$ cat config.mk
export PLATFORM = sky130hd
export DESIGN_NAME = branch_predict_ctrl
export DESIGN_NICKNAME = d
export VERILOG_FILES = /design/src/rtl/branch_predict_ctrl.sv
export SDC_FILE = /design/constraint.sdc
export NUM_CORES = 1
export LEC_CHECK = 0
export CORE_UTILIZATION = 40
export DETAILED_ROUTE_END_ITERATION = 8
export HOLD_SLACK_MARGIN = 0.12
export PLACE_DENSITY_LB_ADDON = 0.3
export SLEW_MARGIN = 5
export SYNTH_ARGS = -nofsm -noshare
export SYNTH_HDL_FRONTEND = slang
export SYNTH_SLANG_ARGS = --single-unit
$ cat constraint.sdc
create_clock -name clk -period 3.7 [get_ports clk]
set_input_delay 0.925 -clock clk [delete_from_list [all_inputs] [get_ports clk]]
set_output_delay 0.925 -clock clk [all_outputs]
set_load 0.1 [all_outputs]
$ cat src/rtl/branch_predict_ctrl.sv
// rtl/branch_predict_ctrl.sv - 2-bit counter branch predictor with mispredict redirect/flush sequencing
// Optional BP_STATS_EN builds saturating resolved-branch and mispredict counters.
module branch_predict_ctrl #(
  parameter int XLEN         = 32,
  parameter int IDX_BITS     = 4,
  parameter int FLUSH_CYCLES = 2
) (
  input  logic            clk,
  input  logic            rst_n,
  input  logic            if_valid,
  input  logic            if_is_branch,
  input  logic [XLEN-1:0] if_pc,
  output logic            pred_taken,
  input  logic            ex_valid,
  input  logic            ex_is_branch,
  input  logic [XLEN-1:0] ex_pc,
  input  logic            ex_pred_taken,
  input  logic            ex_taken,
  input  logic [XLEN-1:0] ex_target,
  output logic            redirect,
  output logic [XLEN-1:0] redirect_pc,
  output logic            flush_if_id,
  output logic            flush_id_ex,
  output logic            busy,
  output logic [15:0]     stat_branches,
  output logic [15:0]     stat_mispredicts
);

  localparam int ENTRIES = 1 << IDX_BITS;

  typedef enum logic {IDLE, FLUSH} state_t;

  state_t            state_q, state_d;
  logic [2:0]        cnt_q, cnt_d;
  logic              redirect_q, redirect_d;
  logic [XLEN-1:0]   redirect_pc_q, redirect_pc_d;
  logic              flush_q, flush_d;
  logic [1:0]        tbl_q [ENTRIES];
  logic [1:0]        tbl_d [ENTRIES];

  logic [IDX_BITS-1:0] if_idx;
  logic [IDX_BITS-1:0] ex_idx;
  logic                resolve;
  logic                mispredict;
  logic                unused_if_pc;

  assign if_idx       = if_pc[IDX_BITS+1:2];
  assign ex_idx       = ex_pc[IDX_BITS+1:2];
  assign unused_if_pc = ^{if_pc[XLEN-1:IDX_BITS+2], if_pc[1:0]};

  // Wrong-path instructions arriving during FLUSH must not train or count.
  assign resolve    = (state_q == IDLE) & ex_valid & ex_is_branch;
  assign mispredict = resolve & (ex_pred_taken != ex_taken);

  assign pred_taken = if_valid & if_is_branch & tbl_q[if_idx][1];

  always_comb begin
    tbl_d = tbl_q;
    if (resolve) begin
      if (ex_taken && tbl_q[ex_idx] != 2'b11) begin
        tbl_d[ex_idx] = tbl_q[ex_idx] + 2'd1;
      end else if (!ex_taken && tbl_q[ex_idx] != 2'b00) begin
        tbl_d[ex_idx] = tbl_q[ex_idx] - 2'd1;
      end
    end
  end

  always_comb begin
    state_d       = state_q;
    cnt_d         = cnt_q;
    redirect_d    = 1'b0;
    redirect_pc_d = redirect_pc_q;
    flush_d       = flush_q;
    case (state_q)
      IDLE: begin
        if (mispredict) begin
          state_d       = FLUSH;
          redirect_d    = 1'b1;
          redirect_pc_d = ex_taken ? ex_target : ex_pc + XLEN'(4);
          flush_d       = 1'b1;
          cnt_d         = 3'(FLUSH_CYCLES - 1);
        end
      end
      FLUSH: begin
        if (cnt_q == 3'd0) begin
          state_d = IDLE;
          flush_d = 1'b0;
        end else begin
          cnt_d = cnt_q - 3'd1;
        end
      end
      default: state_d = IDLE;
    endcase
  end

  always_ff @(posedge clk) begin
    if (!rst_n) begin
      state_q       <= IDLE;
      cnt_q         <= 3'd0;
      redirect_q    <= 1'b0;
      redirect_pc_q <= '0;
      flush_q       <= 1'b0;
      for (int i = 0; i < ENTRIES; i++) begin
        tbl_q[i] <= 2'b01;
      end
    end else begin
      state_q       <= state_d;
      cnt_q         <= cnt_d;
      redirect_q    <= redirect_d;
      redirect_pc_q <= redirect_pc_d;
      flush_q       <= flush_d;
      tbl_q         <= tbl_d;
    end
  end

  assign redirect    = redirect_q;
  assign redirect_pc = redirect_pc_q;
  assign flush_if_id = flush_q;
  assign flush_id_ex = flush_q;
  assign busy        = (state_q == FLUSH);

`ifdef BP_STATS_EN
  logic [15:0] stat_br_q, stat_br_d;
  logic [15:0] stat_mp_q, stat_mp_d;

  always_comb begin
    stat_br_d = stat_br_q;
    stat_mp_d = stat_mp_q;
    if (resolve && stat_br_q != 16'hFFFF) stat_br_d = stat_br_q + 16'd1;
    if (mispredict && stat_mp_q != 16'hFFFF) stat_mp_d = stat_mp_q + 16'd1;
  end

  always_ff @(posedge clk) begin
    if (!rst_n) begin
      stat_br_q <= 16'h0000;
      stat_mp_q <= 16'h0000;
    end else begin
      stat_br_q <= stat_br_d;
      stat_mp_q <= stat_mp_d;
    end
  end

  assign stat_branches    = stat_br_q;
  assign stat_mispredicts = stat_mp_q;
`else
  assign stat_branches    = 16'h0000;
  assign stat_mispredicts = 16'h0000;
`endif

endmodule

==> results of run 1 <==
layout make-up:
class                           instances  area (sq um)  share of cell area (%)
Inverter                               14         52.55                  0.9040
Tap cell                              136         170.2                   2.927
Timing Repair Buffer                  143          1393                   23.96
Clock buffer                           11         151.4                   2.604
Multi-Input combinational cell        387          2564                   44.10
Clock inverter                          5         81.33                   1.399
Sequential cell                        70          1401                   24.11
logic make-up after synthesis:
logic type      after synthesis
xor+xnor                     30
mux                          33
simple gates                219
flops                        70
compound gates               65
other cells                   1
fa+ha+maj                     8
buf+inv                      87
metal layers:
metal  vias up  share of wire [%]  GRT usage [%]
met3        17                4.8          2.659
met4         0                1.8          8.730
met5         -                  0              0
met2       146                 49          36.55
li1       1983                  -              -
met1      1948                 45          28.52
power groups by stage:
stage | clock network (mW) | registers [mW] | logic (mW)
after floorplan | 0 | 0.939 | 0.315
after global placement | 0 | 0.806 | 0.601
after detailed placement | 0 | 0.806 | 0.607
after CTS | 0.731 | 0.789 | 0.608
after global routing | 0.766 | 0.792 | 0.637
final | 0.718 | 0.789 | 0.609
per-stage QoR:
step	area, sq um	std cells
after detailed placement	5562	749
after CTS	5793	765
final	5813	766
after floorplan	4433	544
after global routing	5813	766
after global placement	5562	749
what timing repair did:
item                       CTS  global route
pin swaps                    0             0
setup endpoints to repair    1            21
setup buffers                0             1
gates resized for setup      1             4
gates cloned                 0             0
synthesized netlist by cell type, drive strengths merged, types with 12 or more instances:
cell type  count
a21oi         22
and3          17
buf           48
clkbuf        25
dfxtp         70
inv           13
mux2i         18
mux4          14
nand2         59
nand3         69
nand4         16
nor2          28
o21ai         12
xnor2         14
xor2          16
critical path: stages:
cell and delay (ps):
clkdlybuf4s50_1 570, mux4_2 320, mux4_2 470, and3_1 220, buf_12 170
final timing paths:
kind	depth (start not counted)	slack, ps	endpoint
worst min register to register	2	460	redirect_pc[4]
worst max-delay path	5	90	pred_taken
worst max register to register	9	1020	tbl_q[23]
worst min-delay path	2	460	redirect_pc[4]
==> results.py, run 1 <==
metrics = {
    "run_status": {
        "outcome": "finished, final reports clean",
    },
    "critical_path": {
        "cp_data_required_time_ps": 2770,
        "crit_fanout": 4,
        "startpoint": "if_pc[3]",
        "worstSetupEndpointType": "primary output",
        "critPathKind": "primary input to primary output",
        "arrival_ps": 2690,
        "setup.worst_path.start_class": "primary input",
        "reg2reg_from": "tbl_q[9]",
    },
    "clock_tree": {
        "insertion_delay_ps": 350,
        "clkTransAtPathRegs_ps": 70,
        "postCtsHoldBufs": 0,
        "cts_tree": "yes",
        "clock-sinks": 70,
        "cts_root_buf": "clkbuf_8",
        "clockBufferDepth": 2,
        "cts_inserted_buffers": 9,
        "htree_levels": 3,
    },
    "placed_design": {
        "place_congestion": 0.8547,
        "dp_hpwl_um": 8980,
        "pre_cts_ws_ps": -365.4,
        "port_buffers": 112,
    },
    "pwr": {
        "leakagePower_nw": 2.331,
        "ir_worst_vdd_v": 0.0002159,
        "p_per_area_nw_per_um2": 364.1,
        "swShare_pct": 35.22,
        "p_clk_share_pct": 33.9,
        "combinationalPowerShare_pct": 28.8,
        "seq_power_share_pct": 37.3,
        "switchingPower_uw": 745.3,
        "p_int_mw": 1.371,
        "p_total_mw": 2.117,
    },
    "routing": {
        "drt_pass1_iterations": 5,
        "final_antenna_net_count": 0,
        "drt-vias-per-instance": 5.345,
        "drt-total-wl_um": 12070,
        "wl_per_cell_um": 15.76,
        "drc_errors": 0,
        "vias": 4094,
        "drtIter0Drc": 221,
    },
    "logic_synthesis": {
        "synth_fa_ha_area_share_pct": 2.319,
        "synth_top_family_by_area": "simple AND/OR/NAND/NOR gates",
        "synthesis.area_sq_um": 4317,
        "seq_area_frac_synth_pct": 32.46,
        "ys_ff_latch": 70,
        "synth_top_area_share_pct": 32.46,
        "synth_xor_area_share_pct": 6.087,
        "avgSynthCellArea_sq_um": 8.415,
        "netlist_instances": 513,
        "netlist.top_cell.by_area": "dfxtp_1",
        "synthSimpleGateAreaFrac_pct": 26.43,
        "yosysUniqueCellTypes": 47,
        "synthTopCellsByArea": "dfxtp_1 32%, nand3_1 8.0%, mux4_2 7.3%",
        "ys_warn_count": 0,
        "synth_mux_area_share_pct": 11.83,
        "ys.flop_type": "dfxtp_1",
        "synth_edf_count": 0,
        "synth_compound_area_share_pct": 9.594,
        "synthArstFlopShare_pct": 0,
    },
    "sta": {
        "setup_viol": 0,
        "rsz0062_at_grt": "no",
        "final.setup.tns_ps": 0,
        "tightest_slew_ps": 1012,
        "fin_crit_sh_pct": 97.59,
        "fin_ws_ps": 89.03,
        "finalMaxSlewViolations": 0,
        "period_minus_slack_ps": 3611,
        "max_freq_ghz": 0.2769,
        "slew_headroom_pct": 32.33,
        "hold_viol": 0,
        "whs_ps": 460.4,
        "fin_skew_ps": 4.776,
    },
    "min_path": {
        "worstHoldStart": "redirect_pc[4]",
        "hold_path_class": "flop to flop",
    },
    "grt": {
        "grt_pass1_wl_um": 19270,
        "grt_pass1_vias": 3930,
        "antenna_found_initial": 0,
        "grt_max_degree": 42,
        "gr-total-overflow": 0,
        "grt.total_usage_pct": 21.85,
    },
    "cells_and_area": {
        "fill_cells": 941,
        "area_growth_pct": 34.67,
        "final_common_cell": "clkdlybuf4s50_1",
        "antenna_cells": 0,
        "final_cell_mix": "107 x clkdlybuf4s50_1, 70 x dfxtp_1, 69 x nand3_1",
        "nets": 737,
        "finish.utilization_pct": 55.81,
        "drive_gt1_share_pct": 12.86,
    },
    "die": {
        "boundaryPins": 173,
        "core_sq_um": 10420,
        "dieArea_sq_um": 11210,
        "rows": 37,
        "die_y_um": 105.9,
        "die_w_um": 105.9,
        "start_util_pct": 41.44,
    },
    "job": {
        "maxCapViolCount": 0,
    },
}
(Power assumes the default switching activity.)
==> inputs of run 2 (changes only) <==
- CORE_UTILIZATION: 40 -> 45
- CTS_CLUSTER_SIZE: default -> 14
- clock period: 3.7 -> 4.3 ns (I/O delays scaled with it)
==> results.py, run 2 (synthesis results as in run 1) <==
metrics = {
    "critical_path": {
        "cp_data_required_time_ps": 3220,
        "critPathKind": "primary input to primary output",
        "worstSetupEndpointType": "primary output",
        "crit_fanout": 4,
        "setup.worst_path.start_class": "primary input",
        "arrival_ps": 3120,
    },
    "cells_and_area": {
        "drive_gt1_share_pct": 9.431,
        "multiInputGateArea_sq_um": 2551,
        "register_area_sq_um": 1401,
        "final_common_cell": "clkdlybuf4s50_1",
        "area_growth_pct": 30.81,
        "fill_cells": 839,
        "nets": 724,
        "finish.utilization_pct": 60.82,
        "final_cell_mix": "111 x clkdlybuf4s50_1, 70 x dfxtp_1, 69 x nand3_1",
        "antenna_cells": 0,
    },
    "routing": {
        "drt-total-wl_um": 11350,
        "vias": 4019,
        "drtIter0Drc": 271,
        "drt_pass1_iterations": 4,
        "drc_errors": 0,
        "wl_per_cell_um": 15.25,
        "drt-vias-per-instance": 5.402,
        "final_antenna_net_count": 0,
    },
    "die": {
        "core_sq_um": 9284,
        "rows": 35,
        "die_y_um": 99.94,
        "dieArea_sq_um": 9988,
        "boundaryPins": 173,
        "start_util_pct": 46.50,
        "die_w_um": 99.94,
    },
    "sta": {
        "max_freq_ghz": 0.2382,
        "final.setup.tns_ps": 0,
        "setup_viol": 0,
        "tightest_slew_ps": 1020,
        "whs_ps": 453.3,
        "fin_skew_ps": 12.10,
        "slew_headroom_pct": 31.76,
        "rsz0062_at_grt": "no",
        "fin_ws_ps": 101.6,
        "period_minus_slack_ps": 4198,
        "finalMaxSlewViolations": 0,
        "hold_viol": 0,
        "fin_crit_sh_pct": 97.64,
    },
    "placed_design": {
        "port_buffers": 112,
        "dp_hpwl_um": 8487,
        "place_congestion": 0.8398,
        "pre_cts_ws_ps": 3.851,
    },
    "clock_tree": {
        "clkTransAtPathRegs_ps": 70,
        "postCtsHoldBufs": 0,
        "cts_setup_buffers": 0,
        "clockBufferDepth": 2,
        "htree_levels": 3,
        "cts_inserted_buffers": 9,
        "clock-sinks": 70,
        "cts_resized": 0,
        "insertion_delay_ps": 350,
        "cts_root_buf": "clkbuf_8",
        "cts_tree": "yes",
    },
    "job": {
        "maxCapViolCount": 0,
    },
    "grt": {
        "grt_pass1_vias": 3896,
        "grt.total_usage_pct": 23.47,
        "grt_pass1_wl_um": 18500,
        "antenna_found_initial": 0,
        "grt_max_degree": 38,
        "gr-total-overflow": 0,
    },
    "pwr": {
        "ir_worst_vdd_v": 0.0002064,
        "p_total_mw": 1.727,
        "p_per_area_nw_per_um2": 305.9,
        "leakagePower_nw": 2.232,
    },
    "run_status": {
        "outcome": "finished, final reports clean",
    },
    "min_path": {
        "hold_path_class": "flop to flop",
    },
}
==> run 2: path summary, 6_finish.rpt <==
check	from	endpoint	slack, ps	cells past startpoint
setup / recovery	if_pc[2]	pred_taken	100	5
setup reg to reg	tbl_q[9]	tbl_q[17]	1480	8
hold reg to reg	redirect_pc[4]	redirect_pc[4]	450	2
hold / removal	redirect_pc[4]	redirect_pc[4]	450	2
==> run 2: per-layer routing <==
metal,routed length [um],vias up,global-route usage (%)
li1,-,1950,-
met1,5083,1900,31.19
met4,272,0,10.41
met3,697,21,4.596
met5,0,-,0
met2,5296,148,37.03
==> run 2: final cells by class <==
type                            instances  share of cell area [%]
Multi-Input combinational cell        387                   45.18
Tap cell                              129                   2.858
Timing Repair Buffer                  130                   22.87
Clock inverter                          1                  0.5318
Clock buffer                           13                   2.814
Sequential cell                        70                   24.82
Inverter                               14                  0.9306
==> run 2: stage by stage <==
step	instance area (sq um)	std cells
floorplan	4433	544
global placement	5458	730
finish	5647	744
CTS	5647	744
global route	5647	744
detailed placement	5458	730
==> run 2: worst max-delay path: stages <==
cell and delay [ps]:
clkdlybuf4s50_1 630, mux4_2 560, mux4_2 470, and3_1 220, buf_12 170
==> run 2: power by group <==
| group | switching (mW) | internal (mW) | total [mW] | leakage [nW] |
|---|---|---|---|---|
| sequential | 0.0105 | 0.668 | 0.679 | 0.568 |
| clock | 0.240 | 0.294 | 0.534 | 0.0956 |
| combinational | 0.367 | 0.147 | 0.514 | 1.57 |
| total | 0.617 | 1.11 | 1.73 | 2.23 |
==> inputs of run 3 (changes only) <==
- CORE_ASPECT_RATIO: default -> 0.6
- RECOVER_POWER: default -> 100
==> results.py, run 3 (synthesis results as in run 1) <==
metrics = {
    "run_status": {
        "outcome": "finished, violations left",
        "violations": "max-capacitance violations, max-slew violations",
    },
    "sta": {
        "tightest_slew_ps": 1977,
        "final.setup.tns_ps": 0,
        "rsz0062_at_grt": "no",
        "fin_ws_ps": 115.5,
        "slew_headroom_pct": -31.80,
        "hold_viol": 0,
        "max_freq_ghz": 0.2390,
        "period_minus_slack_ps": 4185,
        "fin_skew_ps": 5.128,
        "fin_crit_sh_pct": 97.31,
        "finalMaxSlewViolations": 42,
        "setup_viol": 0,
    },
    "grt": {
        "grt_pass1_vias": 3950,
        "antenna_found_initial": 0,
        "grt.total_usage_pct": 26.07,
        "gr-total-overflow": 0,
        "grt_pass1_wl_um": 19780,
        "grt_max_degree": 42,
    },
    "die": {
        "boundaryPins": 173,
        "rows": 27,
        "core_sq_um": 9256,
        "die_w_um": 128.4,
        "dieArea_sq_um": 10000,
        "start_util_pct": 46.63,
        "die_y_um": 77.87,
    },
    "critical_path": {
        "cp_data_required_time_ps": 3220,
        "crit_top_cell": "mux4_2",
        "crit_buf_inv": 2,
        "setup.worst_path.start_class": "primary input",
        "path_depth": 5,
        "cp_cell_sequence": "clkdlybuf4s50_1 -> mux4_2 -> mux4_2 -> and3_1 -> buf_6",
        "crit_fanout": 4,
        "cp-endpoint": "pred_taken",
        "path_delay_family": "multiplexers",
        "crit_slowest_cell": "clkdlybuf4s50_1",
        "cpPeakStageDelay_ps": 630,
        "startpoint": "if_pc[2]",
        "critPathKind": "primary input to primary output",
        "reg2reg_from": "tbl_q[9]",
        "reg2reg_depth": 8,
        "timing.rr.end": "tbl_q[19]",
        "arrival_ps": 3110,
        "worstSetupEndpointType": "primary output",
        "r2r_slack_ps": 1310,
    },
    "job": {
        "maxCapViolCount": 1,
    },
    "clock_tree": {
        "cts_tree": "yes",
        "cts_resized": 0,
        "clkTransAtPathRegs_ps": 60,
        "htree_levels": 3,
        "insertion_delay_ps": 340,
        "clock-sinks": 70,
        "clockBufferDepth": 2,
        "cts_setup_buffers": 0,
        "postCtsHoldBufs": 0,
        "cts_root_buf": "clkbuf_16",
        "cts_inserted_buffers": 9,
    },
    "routing": {
        "wl_met3_um": 910,
        "wl_per_cell_um": 16.76,
        "drtIter0Drc": 256,
        "wl_met2_um": 5351,
        "final_antenna_net_count": 0,
        "drc_errors": 0,
        "drt-total-wl_um": 12520,
        "drt_pass1_iterations": 4,
        "met1_length_um": 6062,
        "drt-vias-per-instance": 5.525,
        "top_layer_used": "met4",
        "vias": 4127,
    },
    "cells_and_area": {
        "antenna_cells": 0,
        "finish.utilization_pct": 61.90,
        "final_common_cell": "clkdlybuf4s50_1",
        "fill_cells": 820,
        "final_cell_mix": "74 x clkdlybuf4s50_1, 70 x dfxtp_1, 69 x nand3_1",
        "nets": 724,
        "drive_gt1_share_pct": 8.428,
        "post_layout_nonfiller_instances": 747,
        "area_growth_pct": 32.72,
    },
    "placed_design": {
        "post-place-cells": 731,
        "place_congestion": 0.8710,
        "port_buffers": 112,
        "dp_hpwl_um": 9332,
        "pre_cts_ws_ps": 61.90,
    },
    "pwr": {
        "ir_worst_vdd_v": 0.0001908,
        "leakagePower_nw": 2.373,
        "p_per_area_nw_per_um2": 350.5,
    },
    "min_path": {
        "worstHoldStart": "redirect_pc[4]",
        "hold_path_class": "flop to flop",
    },
}
run 3: cell types whose count changed in the layout (fill, tap and decap cells not counted), moves of 3 or more:
cell / delta
clkdlybuf4s50_1: -37
dlygate4sd3_1: +37
clkbuf_8: -10
clkbuf_16: +9
buf_4: -5
clkbuf_1: +3
clkinvlp_4: +3
run 3: tightest hold or removal path, delay by kind of cell, from the launching register on:
family	cells	cell delay, ps
DFF	1	310
and+or+nand+nor	1	50
AOI/OAI and AO/OA	1	50
run 3: cell type report:
class	count	area, sq um	area share, %
sequential	70	1401	24.46
clock inverter	5	82.58	1.441
clock buffer	11	242.7	4.237
multi-input combinational	387	2522	44.03
tap	130	162.7	2.839
timing repair buffer	130	1265	22.08
inverter	14	52.55	0.9172
run 3: metrics by stage:
stage                     cell area [sq um]  hold WS (ps)  total power [mW]
after floorplan                        4433         434.8             1.079
after global placement                 5459         442.5             1.204
after detailed placement               5459         449.3             1.211
after CTS                              5784         459.9             2.028
after global routing                   5729         481.2             2.073
final                                  5729         456.7             2.008
run 3: power breakdown:
part	internal [mW]	switching, mW
registers	0.669	0.0104
clock network	0.524	0.294
logic	0.139	0.372
run 3: worst min path at each step:
stage,end,slack [ps],depth (start not counted)
finish,redirect_pc[4],460,2
global route,redirect_pc[4],480,2
CTS,redirect_pc[4],460,2
detailed placement,redirect_pc[4],450,2
global placement,redirect_pc[6],440,2
floorplan,flop,430,2
run 3: layer usage:
metal  track usage [%]  vias up
met5                 0        -
met4             8.235        0
met3             7.034       19
met2             39.08      190
met1             36.14     1961
li1                  -     1957
